### src/rtl/reg_wb_arbiter_if.sv
// Bus bundle between the write-side arbiter and its producers/consumer.
// The master side drives the requests; the slave side is the arbiter.
interface reg_wb_arbiter_if;
  logic        pipe_we;
  logic [4:0]  pipe_wa;
  logic [31:0] pipe_wd;
  logic        lu_valid;
  logic        lu_ready;
  logic [4:0]  lu_wa;
  logic [31:0] lu_wd;
  logic        issue_valid;
  logic [4:0]  issue_wa;
  logic        we;
  logic [4:0]  wa;
  logic [31:0] wd;
  logic [31:0] busy;
  logic        err;

  modport master (
    output pipe_we, pipe_wa, pipe_wd, lu_valid, lu_wa, lu_wd, issue_valid, issue_wa,
    input  lu_ready, we, wa, wd, busy, err
  );

  modport slave (
    input  pipe_we, pipe_wa, pipe_wd, lu_valid, lu_wa, lu_wd, issue_valid, issue_wa,
    output lu_ready, we, wa, wd, busy, err
  );
endinterface

### src/rtl/reg_wb_arbiter.sv
// Merges pipeline writeback and buffered long-latency results onto the single
// register file write port, and tracks pending long-latency destinations.
module reg_wb_arbiter (
  input  logic              clk,
  input  logic              rst,
  reg_wb_arbiter_if.slave   bus
);

  logic [1:0]  count_q, count_d;
  logic        rptr_q, rptr_d;
  logic        wptr_q, wptr_d;
  logic [4:0]  mem_wa_q [2];
  logic [31:0] mem_wd_q [2];

  logic        we_q, we_d;
  logic [4:0]  wa_q, wa_d;
  logic [31:0] wd_q, wd_d;
  logic [31:0] busy_q, busy_d;
  logic        err_q, err_d;

  logic        lu_ready;
  logic        push, pop, pipe_eff;
  logic [4:0]  head_wa;
  logic [31:0] head_wd;

  // Ready depends only on the registered count, never on this cycle's requests.
  assign lu_ready = (count_q != 2'd2);
  assign push     = bus.lu_valid & lu_ready;
  assign pipe_eff = bus.pipe_we & (bus.pipe_wa != 5'd0);
  assign pop      = ~pipe_eff & (count_q != 2'd0);
  assign head_wa  = mem_wa_q[rptr_q];
  assign head_wd  = mem_wd_q[rptr_q];

  always_comb begin
    count_d = count_q;
    rptr_d  = rptr_q;
    wptr_d  = wptr_q;
    we_d    = 1'b0;
    wa_d    = wa_q;
    wd_d    = wd_q;
    busy_d  = busy_q;
    err_d   = err_q;

    if (push) wptr_d = ~wptr_q;
    if (pop)  rptr_d = ~rptr_q;
    if (push && !pop)      count_d = count_q + 2'd1;
    else if (pop && !push) count_d = count_q - 2'd1;

    if (pipe_eff) begin
      we_d = 1'b1;
      wa_d = bus.pipe_wa;
      wd_d = bus.pipe_wd;
      if (busy_q[bus.pipe_wa]) err_d = 1'b1;
    end else if (pop) begin
      // A result for register 0 is drained but never written.
      we_d = (head_wa != 5'd0);
      wa_d = head_wa;
      wd_d = head_wd;
      busy_d[head_wa] = 1'b0;
      if (!busy_q[head_wa] && head_wa != 5'd0) err_d = 1'b1;
    end

    // Applied after the clear so a same-cycle set wins.
    if (bus.issue_valid) begin
      busy_d[bus.issue_wa] = 1'b1;
      if (busy_q[bus.issue_wa]) err_d = 1'b1;
    end
    busy_d[0] = 1'b0;
  end

  always_ff @(posedge clk) begin
    if (rst) begin
      count_q <= 2'd0;
      rptr_q  <= 1'b0;
      wptr_q  <= 1'b0;
      we_q    <= 1'b0;
      wa_q    <= 5'd0;
      wd_q    <= 32'd0;
      busy_q  <= 32'd0;
      err_q   <= 1'b0;
    end else begin
      count_q <= count_d;
      rptr_q  <= rptr_d;
      wptr_q  <= wptr_d;
      we_q    <= we_d;
      wa_q    <= wa_d;
      wd_q    <= wd_d;
      busy_q  <= busy_d;
      err_q   <= err_d;
    end
  end

  always_ff @(posedge clk) begin
    if (push) begin
      mem_wa_q[wptr_q] <= bus.lu_wa;
      mem_wd_q[wptr_q] <= bus.lu_wd;
    end
  end

  assign bus.lu_ready = lu_ready;
  assign bus.we       = we_q;
  assign bus.wa       = wa_q;
  assign bus.wd       = wd_q;
  assign bus.busy     = busy_q;
  assign bus.err      = err_q;

endmodule

### src/flat_wrapper.sv
// flat-port wrapper written by rule: the top's interface ports become plain ports
module reg_wb_arbiter_flat 
  (clk, rst, bus_pipe_we, bus_pipe_wa, bus_pipe_wd, bus_lu_valid, bus_lu_wa, bus_lu_wd, bus_issue_valid, bus_issue_wa, bus_lu_ready, bus_we, bus_wa, bus_wd, bus_busy, bus_err);
  reg_wb_arbiter_if bus_i ();
  input  logic clk;
  input  logic rst;
  input wire logic [$bits(bus_i.pipe_we)-1:0] bus_pipe_we;
  input wire logic [$bits(bus_i.pipe_wa)-1:0] bus_pipe_wa;
  input wire logic [$bits(bus_i.pipe_wd)-1:0] bus_pipe_wd;
  input wire logic [$bits(bus_i.lu_valid)-1:0] bus_lu_valid;
  input wire logic [$bits(bus_i.lu_wa)-1:0] bus_lu_wa;
  input wire logic [$bits(bus_i.lu_wd)-1:0] bus_lu_wd;
  input wire logic [$bits(bus_i.issue_valid)-1:0] bus_issue_valid;
  input wire logic [$bits(bus_i.issue_wa)-1:0] bus_issue_wa;
  output wire logic [$bits(bus_i.lu_ready)-1:0] bus_lu_ready;
  output wire logic [$bits(bus_i.we)-1:0] bus_we;
  output wire logic [$bits(bus_i.wa)-1:0] bus_wa;
  output wire logic [$bits(bus_i.wd)-1:0] bus_wd;
  output wire logic [$bits(bus_i.busy)-1:0] bus_busy;
  output wire logic [$bits(bus_i.err)-1:0] bus_err;
  assign bus_i.pipe_we = bus_pipe_we;
  assign bus_i.pipe_wa = bus_pipe_wa;
  assign bus_i.pipe_wd = bus_pipe_wd;
  assign bus_i.lu_valid = bus_lu_valid;
  assign bus_i.lu_wa = bus_lu_wa;
  assign bus_i.lu_wd = bus_lu_wd;
  assign bus_i.issue_valid = bus_issue_valid;
  assign bus_i.issue_wa = bus_issue_wa;
  assign bus_lu_ready = bus_i.lu_ready;
  assign bus_we = bus_i.we;
  assign bus_wa = bus_i.wa;
  assign bus_wd = bus_i.wd;
  assign bus_busy = bus_i.busy;
  assign bus_err = bus_i.err;
  reg_wb_arbiter u_core (.clk(clk), .rst(rst), .bus(bus_i));
endmodule
### config.mk
export PLATFORM = sky130hd
export DESIGN_NAME = reg_wb_arbiter_flat
export DESIGN_NICKNAME = d
export VERILOG_FILES = /design/src/rtl/reg_wb_arbiter_if.sv /design/src/rtl/reg_wb_arbiter.sv /design/src/flat_wrapper.sv
export SDC_FILE = /design/constraint.sdc
export NUM_CORES = 1
export LEC_CHECK = 0
export CAP_MARGIN = 20
export CORE_ASPECT_RATIO = 0.6
export CORE_MARGIN = 2
export CORE_UTILIZATION = 30
export CTS_CLUSTER_DIAMETER = 150
export DETAILED_ROUTE_END_ITERATION = 7
export MAX_ROUTING_LAYER = met4
export PLACE_DENSITY = 0.6
export SYNTH_ARGS = -nofsm -noshare
export SYNTH_HDL_FRONTEND = slang
export SYNTH_SLANG_ARGS = --single-unit
export TNS_END_PERCENT = 10
### constraint.sdc
create_clock -name clk -period 3.1 [get_ports clk]
set_input_delay 0.62 -clock clk [delete_from_list [all_inputs] [get_ports clk]]
set_output_delay 0.62 -clock clk [all_outputs]
set_load 0.005 [all_outputs]
# Word level (Yosys, flattened, before mapping)
# Memory sizes are Yosys's and may differ from the RTL's. A register that Yosys moved wholly into a read port is not among the register bits.
# Cells that the tools add are included.
# totals
inputBits,84
register_bits,75
memories,2
ram_bits,74
word_cells,74
# op_classes
n_eq_ne,1
addsub,2
magnitude_cmp,5
reduce_logical,13
bitwise_logic,9
n_mux,33
# mem_list
name,words,word_bits,read_ports,rd_ports_with_merged_regs,wr,line_no,text
u_core.mem_wd_q,2,32,1,1,1,reg_wb_arbiter.sv:13,logic [31:0] mem_wd_q [2];
u_core.mem_wa_q,2,5,1,1,1,reg_wb_arbiter.sv:12,logic [4:0] mem_wa_q [2];
# ops
operator,count
2-to-1 mux 32 bit,5
bitwise AND 32 bit,1
inverter 32 bit,1
bitwise OR 32 bit,1
2-to-1 mux 1 bit,19
"< comparator 5 x 6 -> 1 bit, second input constant",3
binary-select mux 1 bit (select 5 bit),3
demux 1 bit (select 5 bit),2
">= comparator 5 x 1 -> 1 bit, second input constant",2
2-to-1 mux 5 bit,2
nonzero test 5 bit,2
nonzero test 2 bit,3
logical AND 1 bit,5
2-to-1 mux 2 bit,2
bitwise AND 1 bit,3
logical NOT 1 bit,3
inverter 1 bit,3
"adder 2 x 1 -> 2 bit, second input constant",1
"inequality test 2 bit, second input constant",1
"subtractor 2 x 1 -> 2 bit, second input constant",1

# Logic depth before layout (Yosys ltp)
# Gate-level depths: netlist (run 1).
# logic_depth
word_depth,10
ltp_mapped,10

# Worst setup path before layout (run 1)
# No wires, ideal clock.
# synth_timing
path_kind,input-to-reg
start,input port bus_lu_valid
end,memory u_core.mem_wa_q[0][0] (enable)
setup_time_ns,0.431
stages,2
path_slack_ns,0.401
t_arrival_ns,2.268
t_required_ns,2.669
n_path_buf,0
path_cell_list,nand2_1 nor2_1
# synth_between
elab_chain_cells,3
# synth_lines
item,line_no,text
start: declaration,flat_wrapper.sv:10,input wire logic [$bits(bus_i.lu_valid)-1:0] bus_lu_valid;
bitwise AND 1 bit,reg_wb_arbiter.sv:28,assign push = bus.lu_valid & lu_ready;
2-to-1 mux 1 bit,reg_wb_arbiter.sv:94,if (push) begin
2-to-1 mux 1 bit (implied by the code),reg_wb_arbiter.sv:95,mem_wa_q[wptr_q] <= bus.lu_wa;
end: declaration,reg_wb_arbiter.sv:12,
# Every way passes these cells.

# Final worst setup path (run 1)
# layout_timing
start,input port bus_pipe_wa[2]
end,register u_core.busy_q[25] (netlist: u_core.bus.busy[25])
# layout_between
elab_chain_cells,8
# layout_lines
item,line_no,text
start: declaration,flat_wrapper.sv:8,input wire logic [$bits(bus_i.pipe_wa)-1:0] bus_pipe_wa;
nonzero test 5 bit (*),reg_wb_arbiter.sv:29,assign pipe_eff = bus.pipe_we & (bus.pipe_wa != 5'd0);
bitwise AND 1 bit (*),reg_wb_arbiter.sv:29,
inverter 1 bit,reg_wb_arbiter.sv:30,assign pop = ~pipe_eff & (count_q != 2'd0);
bitwise AND 1 bit,reg_wb_arbiter.sv:30,
2-to-1 mux 32 bit,reg_wb_arbiter.sv:54,end else if (pop) begin
2-to-1 mux 32 bit (*),reg_wb_arbiter.sv:49,if (pipe_eff) begin
bitwise OR 32 bit (no line),n/a,
2-to-1 mux 32 bit (*),reg_wb_arbiter.sv:64,if (bus.issue_valid) begin
end signal: assignment,reg_wb_arbiter.sv:88,busy_q <= busy_d;
end: declaration,reg_wb_arbiter.sv:18,"logic [31:0] busy_q, busy_d;"
# Mark *: on every way between the ends. The rest lies on a longest branch, timed or not.
# A chain may end at the register's enable or synchronous reset.

==> results of run 1 <==
layer usage:
layer  vias up  global-route usage  wire length (um)
met5         -                   -                 0
met4         0             0.03900               167
met3        14             0.05368              1989
met2       243              0.2170              7779
met1      2663              0.2753             10340
li1       2659                   -                 -
registers in the layout (all words and copies together), names as in the netlist, named ones only:
name	cells
u_core.rptr_q	1
u_core.bus.wa	5
u_core.bus.err	1
u_core.bus.busy	31
u_core.mem_wa_q	10
u_core.bus.we	1
u_core.mem_wd_q	64
u_core.count_q	2
u_core.bus.wd	32
u_core.wptr_q	1
how the worst max path moves through the flow:
stage | cells after the start | startpoint | end
finish | 9 | bus_pipe_wa[2] | u_core.bus.busy[25]$_SDFF_PP0_
global route | 9 | bus_pipe_wa[1] | u_core.bus.busy[29]$_SDFF_PP0_
CTS | 9 | bus_pipe_wa[2] | u_core.bus.busy[25]$_SDFF_PP0_
detailed placement | 9 | bus_pipe_wa[2] | u_core.bus.busy[25]$_SDFF_PP0_
global placement | 9 | bus_pipe_wa[2] | u_core.bus.busy[25]$_SDFF_PP0_
floorplan | 2 | bus_lu_valid | u_core.mem_wa_q[0][0]$_DFFE_PP_
layout make-up:
| type | instances | area, um^2 | share of cell area |
|---|---|---|---|
| sequential | 149 | 3725 | 0.4041 |
| multi-input combinational | 434 | 2753 | 0.2986 |
| timing repair buffer | 183 | 1767 | 0.1917 |
| clock buffer | 23 | 533.0 | 0.05783 |
| tap | 286 | 357.8 | 0.03882 |
| clock inverter | 9 | 57.56 | 0.006244 |
| inverter | 6 | 22.52 | 0.002443 |
| antenna | 1 | 2.502 | 0.0002715 |
logic make-up (layout without fill, tap and decap cells):
group           after synthesis  after routing  synth area share
compound gates              183            183            0.1643
simple gates                178            178            0.1154
flops                       149            149            0.5574
mux                          67             67            0.1232
buf+inv                      52            221           0.03203
xor+xnor                      4              4          0.005245
fa+ha+maj                     1              1          0.001873
other cells                   1              2         0.0005614
critical path, stage by stage:
cell and delay (ns):
clkdlybuf4s50_1 0.42, or2_0 0.24, o41a_2 0.42, inv_2 0.07
and2_4 0.17, inv_2 0.05, or3_1 0.56, o21ai_1 0.20
a21oi_1 0.08
layout by cell type (no fill, tap or decap), drive strengths merged, types with 11 or more instances in the layout:
cell type,instances
dfxtp,75
a21oi,80
mux2i,45
clkdlybuf4s50,153
nor2,87
edfxtp,74
o21ai,36
clkbuf,23
buf,30
a211oi,36
mux2,12
inv,11
nand2,52
per-stage QoR:
| step | setup slack [ns] | utilization |
|---|---|---|
| 6_report | 0.5554 | 0.4196 |
| 3_5_place_dp | 0.1408 | 0.3926 |
| 3_3_place_gp | 0.1987 | 0.3926 |
| 5_1_grt | 0.4581 | 0.4196 |
| 2_1_floorplan | 0.4007 | - |
| 4_1_cts | 0.6123 | 0.4195 |
power by group:
| group | switching, uW | total, uW | internal, uW |
|---|---|---|---|
| clock | 831 | 2050 | 1220 |
| sequential | 154 | 2530 | 2370 |
| combinational | 1050 | 1870 | 816 |
| total | 2030 | 6440 | 4410 |
==> metrics.txt, run 1 <==
status=finished, final reports clean; max_cap viols=0; htree depth=4; async set-reset flop share out of synthesis=0; Chip Height=119.6 um; kind of critical path=in -> reg; Post-Syn Nets=720; hold path cells=2; CTS Sinks=149; Final Total Pwr=6441 uW; RSZ-0062 raised after global routing=no; f_max=393.0 MHz; launch point of the worst hold path=u_core.rptr_q$_SDFFE_PP0N_; CTS Hold Bufs=0; Synth top cells by count=87 x nor2_1, 80 x a21oi_1, 75 x dfxtp_1; Final Cycle Share=0.8209; synth-to-layout area growth=37.98%; share of cells above drive strength 1=0.1107; RD Place Congestion=0.9076; fillers=2133; Power Density=698.8 nW/um^2; Worst setup SP type=input port; top-count cell post-synth=nor2_1; Post-synth EDFFs=74; minimum clock period=2.545 ns; Slew Limit Fails=0; maximum root-to-sink buffer count=2; first-pass GRT wire length=30280 um; hpwl dp=14450 um; CTS resizes=0; Initial Util=0.3041; Hold Violations, Final=0; vias=5579; Post-CTS Setup Inserts=0; Least-Margin Pin Slew=0.8173 ns; post-route cell area=9218 um^2; clock slew at reported path FFs=0.07 ns; Synth Cell Area=6680 um^2; Worst Hold Path EP=u_core.rptr_q$_SDFFE_PP0N_; vias in the first global route=5051; initial DRC count=535; drt pass-1 iters=5; Cells after Synth=635; Setup TNS=0 ns; slew margin rel.=0.4551; Avg Inst Size Synth=10.52 um^2; core area=21970 um^2; drt wl/cell=18.58 um; CTS Buf Count=17; Netlist cell types=50; port buffer count=154; VDD IR max=406.8 uV; worst clock skew=0.01109 ns; worst reg-to-reg path cell count=7; post-synthesis register bit count=149; Req. time, crit path=3.38 ns; worst endpoint data arrival time=2.82 ns; largest area contributor in the netlist=edfxtp_1; Ports=156; CTS tree=done; Leak=0.003198 uW; Remaining DRCs=0; mean number of vias per cell=5.114; initial antenna violation count=1; Synth Flop Type=dfxtp_1; reg2reg setup slack=0.62 ns; clk root buf=clkbuf_16; site row count=42; sequential share of the synthesized area=0.5574; final setup vio count=0; Yosys top cell area share=0.3326; Worst Hold Class=reg -> reg; chip width=196.6 um; grt ovf=0; die area=23520 um^2; synth warn=0; DRT Wirelength=20270 um; r2r endpoint=u_core.bus.err$_SDFF_PP0_; Post-DP Area=8625 um^2; crit-path max FO=8; Min Hold Slack=0.5174 ns; CP Capture Type=flop; Non-Filler Instances=1091; Synth area leaders=edfxtp_1 33%, dfxtp_1 22%, mux2i_1 6.6%; Tot GR Track Use=0.1768; Final #Nets=876; Clk Latency, worst-skew pair=0.42 ns; number of instances in the placed design=1058; Routed Antenna Nets=0; largest net degree at the start of global routing=76
Note: power is estimated with default switching activity, not from simulation.
==> run 2, diff against run 1 <==
==> constraint.sdc (replaced) <==
create_clock -name clk -period 2.4 [get_ports clk]
set_input_delay 0.48 -clock clk [delete_from_list [all_inputs] [get_ports clk]]
set_output_delay 0.48 -clock clk [all_outputs]
set_load 0.005 [all_outputs]
==> run 2 against run 1 <==
Net effect:
- clock power up 39%
- first-iteration DRC count up 3.6%
- global-route usage up 0.54 points
- critical path depth unchanged
- sequential cell count unchanged
- register-to-register slack worse by 0.39 ns
- routed wire length up 2.4%
- sequential power up 28%
- clock skew up 0.0029 ns
- utilization up 1.1 points
- critical path type unchanged
- setup slack worse by 0.37 ns
- combinational power up 35%
- highest routed layer unchanged
==> metrics.txt, run 2 (synthesized netlist as in run 1, its figures left out) <==
status=finished, final reports clean; clk root buf=clkbuf_16; RD Place Congestion=0.9326; DRT Wirelength=20760 um; area of the multi-input gates=2763 um^2; RSZ-0062 raised after global routing=no; site row count=42; Slew Limit Fails=0; register area=3725 um^2; Final #Nets=899; Remaining DRCs=0; Least-Margin Pin Slew=0.7665 ns; Chip Height=119.6 um; CTS resizes=0; Final Cycle Share=0.9224; slew margin rel.=0.4890; max_cap viols=0; kind of critical path=in -> reg; CTS Hold Bufs=0; worst clock skew=0.01399 ns; core area=21970 um^2; commonest non-fill, non-tap cell in the layout=clkdlybuf4s50_1; die area=23520 um^2; Ports=156; CTS tree=done; crit-path max FO=3; Tot GR Track Use=0.1822; vias in the first global route=5255; CTS Sinks=149; Initial Util=0.3041; htree depth=4; worst endpoint data arrival time=2.56 ns; first-pass GRT wire length=31260 um; Largest Register=u_core.mem_wd_q; minimum clock period=2.214 ns; vias=5645; share of cells above drive strength 1=0.1392; CP Capture Type=flop; Clk network pwr share=0.330; initial DRC count=554; Gate power share=0.294; initial antenna violation count=0; clock slew at reported path FFs=0.07 ns; port buffer count=154; Diodes inserted=0; Routed Antenna Nets=0; Sw Pwr=2609 uW; launch point of the worst hold path=rst; post-route setup slack=0.1863 ns; Leak=0.003341 uW; synth-to-layout area growth=41.67%; drt wl/cell=18.67 um; grt ovf=0; hpwl dp=14790 um; VDD IR max=533.9 uV; internal power=6002 uW; sw frac=0.3029; Worst setup SP type=input port; Post-CTS Setup Inserts=0; Worst Hold Class=in -> reg; mean number of vias per cell=5.076; largest net degree at the start of global routing=71; pre-CTS WS=-0.3574 ns; fillers=2075; Clk Latency, worst-skew pair=0.42 ns; CTS Buf Count=17; drt pass-1 iters=5; final setup vio count=0; Power Density=909.9 nW/um^2; Setup TNS=0 ns; chip width=196.6 um; maximum root-to-sink buffer count=2; CP startpoint=bus_pipe_wa[2]; Largest register FFs=64; most frequent cells in the layout=153 x clkdlybuf4s50_1, 86 x nor2_1, 80 x a21oi_1; sequential power share=0.377; f_max=451.7 MHz; Hold Violations, Final=0; Req. time, crit path=2.75 ns
[run 2: path summary, 6_finish.rpt]
path / slack (ns) / endpoint / cells after the start
worst max-delay path: 0.19 / u_core.count_q[1]$_SDFFE_PP0P_ / 9
worst min-delay path: 0.51 / u_core.bus.wa[3]$_SDFFE_PP0P_ / 2
worst max register to register: 0.23 / u_core.bus.err$_SDFF_PP0_ / 8
worst min register to register: 0.51 / u_core.count_q[1]$_SDFFE_PP0P_ / 2
[run 2: area by class of cell]
| cell class | instances | area share |
|---|---|---|
| flip-flops and latches | 149 | 0.3936 |
| multi-input cells | 434 | 0.2919 |
| repair buffers | 206 | 0.2062 |
| clock buffers | 27 | 0.06306 |
| well taps | 286 | 0.03781 |
| clock inverters | 4 | 0.005024 |
| inverters | 6 | 0.002380 |
[run 2: metal layers]
| metal | track usage | wire length (um) |
|---|---|---|
| met4 | 0.02726 | 30 |
| met1 | 0.2749 | 10710 |
| met2 | 0.2303 | 8153 |
| met3 | 0.06886 | 1870 |
| met5 | - | 0 |
[run 2: power by group through the flow]
stage               sequential (uW)  combinational [uW]  clock [uW]
floorplan                      3260                1550           0
global placement               3290                2510           0
global route                   3280                2800        3030
detailed placement             3290                2530           0
finish                         3240                2530        2840
CTS                            3240                2540        2910
[run 2: critical path: stages]
cell             delay [ns]
clkdlybuf4s50_1        0.41
or2_0                  0.24
o41a_2                 0.41
inv_2                  0.07
and2_4                 0.14
inv_2                  0.04
ha_1                   0.28
or3_1                  0.34
a21oi_1                0.14
[run 2: metrics by stage]
step                      utilization  power (uW)  cell area [um^2]  std cells  hold WS [ns]
after floorplan                     -        4805              6683        635        0.4668
after global placement         0.4011        5795              8810       1081        0.4948
after detailed placement       0.4011        5820              8810       1081        0.4972
after CTS                      0.4304        8690              9454       1112        0.4688
after global routing           0.4309        9112              9464       1112        0.4970
final                          0.4309        8611              9464       1112        0.5057
==> RTL edit 1 (flow settings as in run 1) <==
Reset style: asynchronous (`rst`), changed in one clocked block.
--- a/src/rtl/reg_wb_arbiter.sv
+++ b/src/rtl/reg_wb_arbiter.sv
@@ -68,7 +68,7 @@
     busy_d[0] = 1'b0;
   end
 
-  always_ff @(posedge clk) begin
+  always_ff @(posedge clk or posedge rst) begin
     if (rst) begin
       count_q <= 2'd0;
       rptr_q  <= 1'b0;
Function: differs if rst is asserted again (counterexample within 4 cycles, from zero or initial values and one cycle with rst high); with rst held inactive, the same outputs for 4 cycles.
==> RTL edit 1 against run 1 <==
- via count decreased by 2.5%
- combinational power up 75%
- worst hold slack better by 30 ps
- setup slack better by 45 ps
- clock skew shrank 0.75 ps
- synthesized area grew 4.2%
- sequential share of layout area up 2.6 points
- sequential power increased by 34%
- final area rose by 2.8%
- wire length up 3.8%
- sequential cell count down 1
- critical path depth shrank 2
- power rose by 35%
- critical endpoint is now u_core.bus.err
==> RTL edit 1: results (changes against run 1) <==
Logic synthesis
  – Post-synth top flop: edfxtp_1
  – Synth async-reset ratio: 0.500 (+0.500)
  – Post-synth top cells: dfrtp_1 (74), edfxtp_1 (74), o21ai_0 (62), nand2_1 (51), mux2i_1 (48)
  – Sequential area share after synthesis: 0.586 (+0.0281)
  – Top cells by area, synth: edfxtp_1 (32%), dfrtp_1 (27%), mux2i_1 (6.9%)

Critical path
  – Crit-path slowest cell: a2111oi_0
  – Max FO, Critical Path: 20 (+12)
  – Crit path max-delay family: compound AO/OA/AOI/OAI gates
  – Flop-to-flop setup slack: 600 ps (-20 ps)
  – Worst Setup SP: u_core.rptr_q

Worst hold path
  – Hold path depth: 1 (-1)
  – Min-Delay Endpoint: u_core.wptr_q

Place
  – Inst Count DP: 1045 (-1.2%)
  – GPL Wtd Cong: 0.860 (-5.3%)
  – Post-DP HPWL: 14800 µm (+2.4%)
  – Place WS: 268 ps (+127 ps)

GRT
  – First-pass GRT wire length: 31900 µm (+5.3%)
  – Vias in the first global route: 5187 (+2.7%)
  – Met1 Track Usage GR: 0.274 (-0.000899)
  – Met3 GRT Util: 0.0738 (+0.0202)
  – Total track usage: 0.181 (+0.00438)
  – Largest net degree at the start of global routing: 71 (-6.6%)

Detailed routing
  – Per-cell routed wire length: 19.5 µm (+5.2%)
  – Total routed wirelength: 21000 µm (+3.8%)

STA
  – Worst rel slew slack: 0.521 (+0.0657)
  – Tmin final: 2500 ps (-45.4 ps)

Run status
  – Outcome: finished clean

Layout
  – Share of cells above drive strength 1: 0.102 (-0.00833)
  – Ant diodes: 0 (-1)
-- RTL edit 1: cell count changes after synthesis, sizes merged, moves of 5 or more --
cell / delta
a211oi: -35
a21oi: -38
a31oi: -5
clkbuf: -7
dfrtp: +74
dfxtp: -75
mux2: -8
mux2i: +5
nand3b: +5
nor2: -43
o21ai: +68
o31a: +5
-- RTL edit 1: kinds of logic after synthesis --
kind of cell,synth area share
AND/OR/NAND/NOR,0.106
flip-flops,0.586
buffers and inverters,0.0272
adder cells (fa/ha/maj),0.00180
AO/OA/AOI/OAI,0.149
multiplexers,0.124
XOR/XNOR,0.00629
other,0.000539
-- RTL edit 1: per-layer routing --
metal / up-vias / share of wire
met5: - / 0
met4: 0 / 0.0074
met3: 13 / 0.097
met2: 239 / 0.38
met1: 2658 / 0.51
li1: 2530 / -
-- RTL edit 1: final cells by class --
class	count	area, µm²	share of cell area
clock buffer	24	493	0.0520
clock inverter	8	73.8	0.00779
inverter	9	35.0	0.00370
multi-input combinational	404	2710	0.286
sequential	148	4080	0.430
tap	315	394	0.0416
timing repair buffer	169	1690	0.179
-- RTL edit 1: where the power goes --
| part | switching [mW] | leakage [nW] | total, mW | internal [mW] |
|---|---|---|---|---|
| clock network | 0.812 | 0.283 | 2.01 | 1.19 |
| logic | 1.58 | 1.73 | 3.27 | 1.69 |
| registers | 0.676 | 1.57 | 3.40 | 2.73 |
| total | 3.07 | 3.58 | 8.68 | 5.61 |
-- RTL edit 1: through the flow --
stage | cell area [µm²] | hold WS (ps) | util
5_1_grt | 9480 | 574 | 0.413
6_report | 9480 | 547 | 0.413
4_1_cts | 9480 | 555 | 0.413
2_1_floorplan | 6960 | 460 | -
3_3_place_gp | 8910 | 532 | 0.389
3_5_place_dp | 8910 | 540 | 0.389
==> RTL edit 2 (settings of run 1) <==
Made on the original files. Take the reset off `wd_q` and load it in a clocked block of its own.
--- a/src/rtl/reg_wb_arbiter.sv
+++ b/src/rtl/reg_wb_arbiter.sv
@@ -75,7 +75,6 @@
       wptr_q  <= 1'b0;
       we_q    <= 1'b0;
       wa_q    <= 5'd0;
-      wd_q    <= 32'd0;
       busy_q  <= 32'd0;
       err_q   <= 1'b0;
     end else begin
@@ -84,10 +83,13 @@
       wptr_q  <= wptr_d;
       we_q    <= we_d;
       wa_q    <= wa_d;
-      wd_q    <= wd_d;
       busy_q  <= busy_d;
       err_q   <= err_d;
     end
+  end
+
+  always_ff @(posedge clk) begin
+    wd_q <= wd_d;
   end
 
   always_ff @(posedge clk) begin
Behaviour: not the same (a bounded check fails within 4 cycles, from zero or initial values and one cycle with rst high).
==> RTL edit 2 against run 1 <==
- synthesized area fell by 0.60%
- sequential cell count did not move
- final area rose by 0.18%
- power fell by 0.67%
- wire length fell by 3.0%
- synthesized cell count fell by 15%
- final cell count fell by 7.8%
- die area fell by 0.58%
- setup slack got worse by 150 ps
- global-route usage rose by 0.079 points
- critical path type is now reg -> reg
- critical endpoint is now u_core.bus.err
==> RTL edit 2: results (changes against run 1) <==
Layout
  – Clock buf/inv share: 0.0640 (-0.000113)
  – Sequential cell area: 4050 µm² (+8.6%)
  – Final nets: 792 (-9.6%)
  – Multi-input logic area: 2430 µm² (-12%)
  – Nonclk buf count: 181 (-1.1%)
  – CLK BUF: 19 (-17%)
  – Seq area share: 0.438 (+0.0340)
  – Fin cells: 1006 (-7.8%)
  – Non-clk invs: 3 (-3)
  – Share of cells above drive strength 1: 0.125 (+0.0143)
  – NonClk Buf Share: 0.194 (+0.00264)

Power
  – Leak: 3.18 nW (-0.67%)
  – VDD IR max: 0.000355 V (-13%)

Run status
  – Outcome: finished clean

Logic synthesis
  – Netlist cell types: 47 (-6.0%)
  – Net Count, Synth: 626 (-13%)
  – Top cells by area, synth: edfxtp_1 (48%), dfxtp_1 (13%), mux2i_1 (9.5%)
  – Post-synth top cells: edfxtp_1 (106), nand2_1 (97), o21ai_0 (64), mux2i_1 (63), dfxtp_1 (43)
  – Syn Area/Cell: 12.3 µm² (+17%)
  – Synthesized cell area: 6640 µm² (-0.60%)
  – Post-synth top flop: edfxtp_1

Detailed routing
  – Vias per cell: 4.98 (-2.6%)
  – Per-cell routed wire length: 19.5 µm (+5.2%)
  – Met2 wire length: 7690 µm (-1.1%)
  – Wire length on met3: 2050 µm (+3.2%)

GRT
  – Initial antenna violation count: 0 (-1)
  – GR Util met2: 0.220 (+0.00255)
  – Vias in the first global route: 4988 (-1.2%)
  – First-pass GRT wire length: 29600 µm (-2.2%)
  – Met1 Track Usage GR: 0.266 (-0.00932)

Critical path
  – Critical path's largest stage delay: 600 ps (+40 ps)
  – CP Class: reg -> reg
  – Flop-to-flop setup slack: 410 ps (-210 ps)
  – WP data arrival: 3030 ps (+210 ps)
  – Crit-path slowest cell: nor3_1

Place
  – GPL Wtd Cong: 0.899 (-0.95%)
  – Inst Count DP: 974 (-7.9%)
  – Place WS: 54.3 ps (-86.5 ps)
  – Post-DP HPWL: 15000 µm (+3.6%)
  – Cell Area, Placed: 8640 µm² (+0.22%)

STA
  – Worst Clk Skew: 9.90 ps (-1.20 ps)
-- RTL edit 2: cell types whose count changed in the layout (fill, tap and decap cells not counted), moves of 19 or more --
cell,run 1,this run
nor2_1,86,14
nand2_1,52,96
o21ai_0,20,64
a21oi_1,80,40
a211oi_1,36,3
dfxtp_1,74,42
edfxtp_1,74,106
mux2i_1,44,63
-- RTL edit 2: where the power goes --
group          internal, mW  leakage, nW  switching, mW
Combinational         0.773         1.52          0.879
Sequential             2.55         1.37          0.138
Clock                  1.26        0.291          0.797
Total                  4.58         3.18           1.81
-- RTL edit 2: cells by family after synthesis --
family / after synthesis
AO/OA/AOI/OAI: 126
multiplexers: 84
AND/OR/NAND/NOR: 139
adder cells (fa/ha/maj): 1
other: 1
buffers and inverters: 37
XOR/XNOR: 4
flip-flops: 149
-- RTL edit 2: worst min-delay path: stages (launching register included) --
cell and delay [ps]:
dfxtp_1 320, xor2_1 80, nor2_1 70
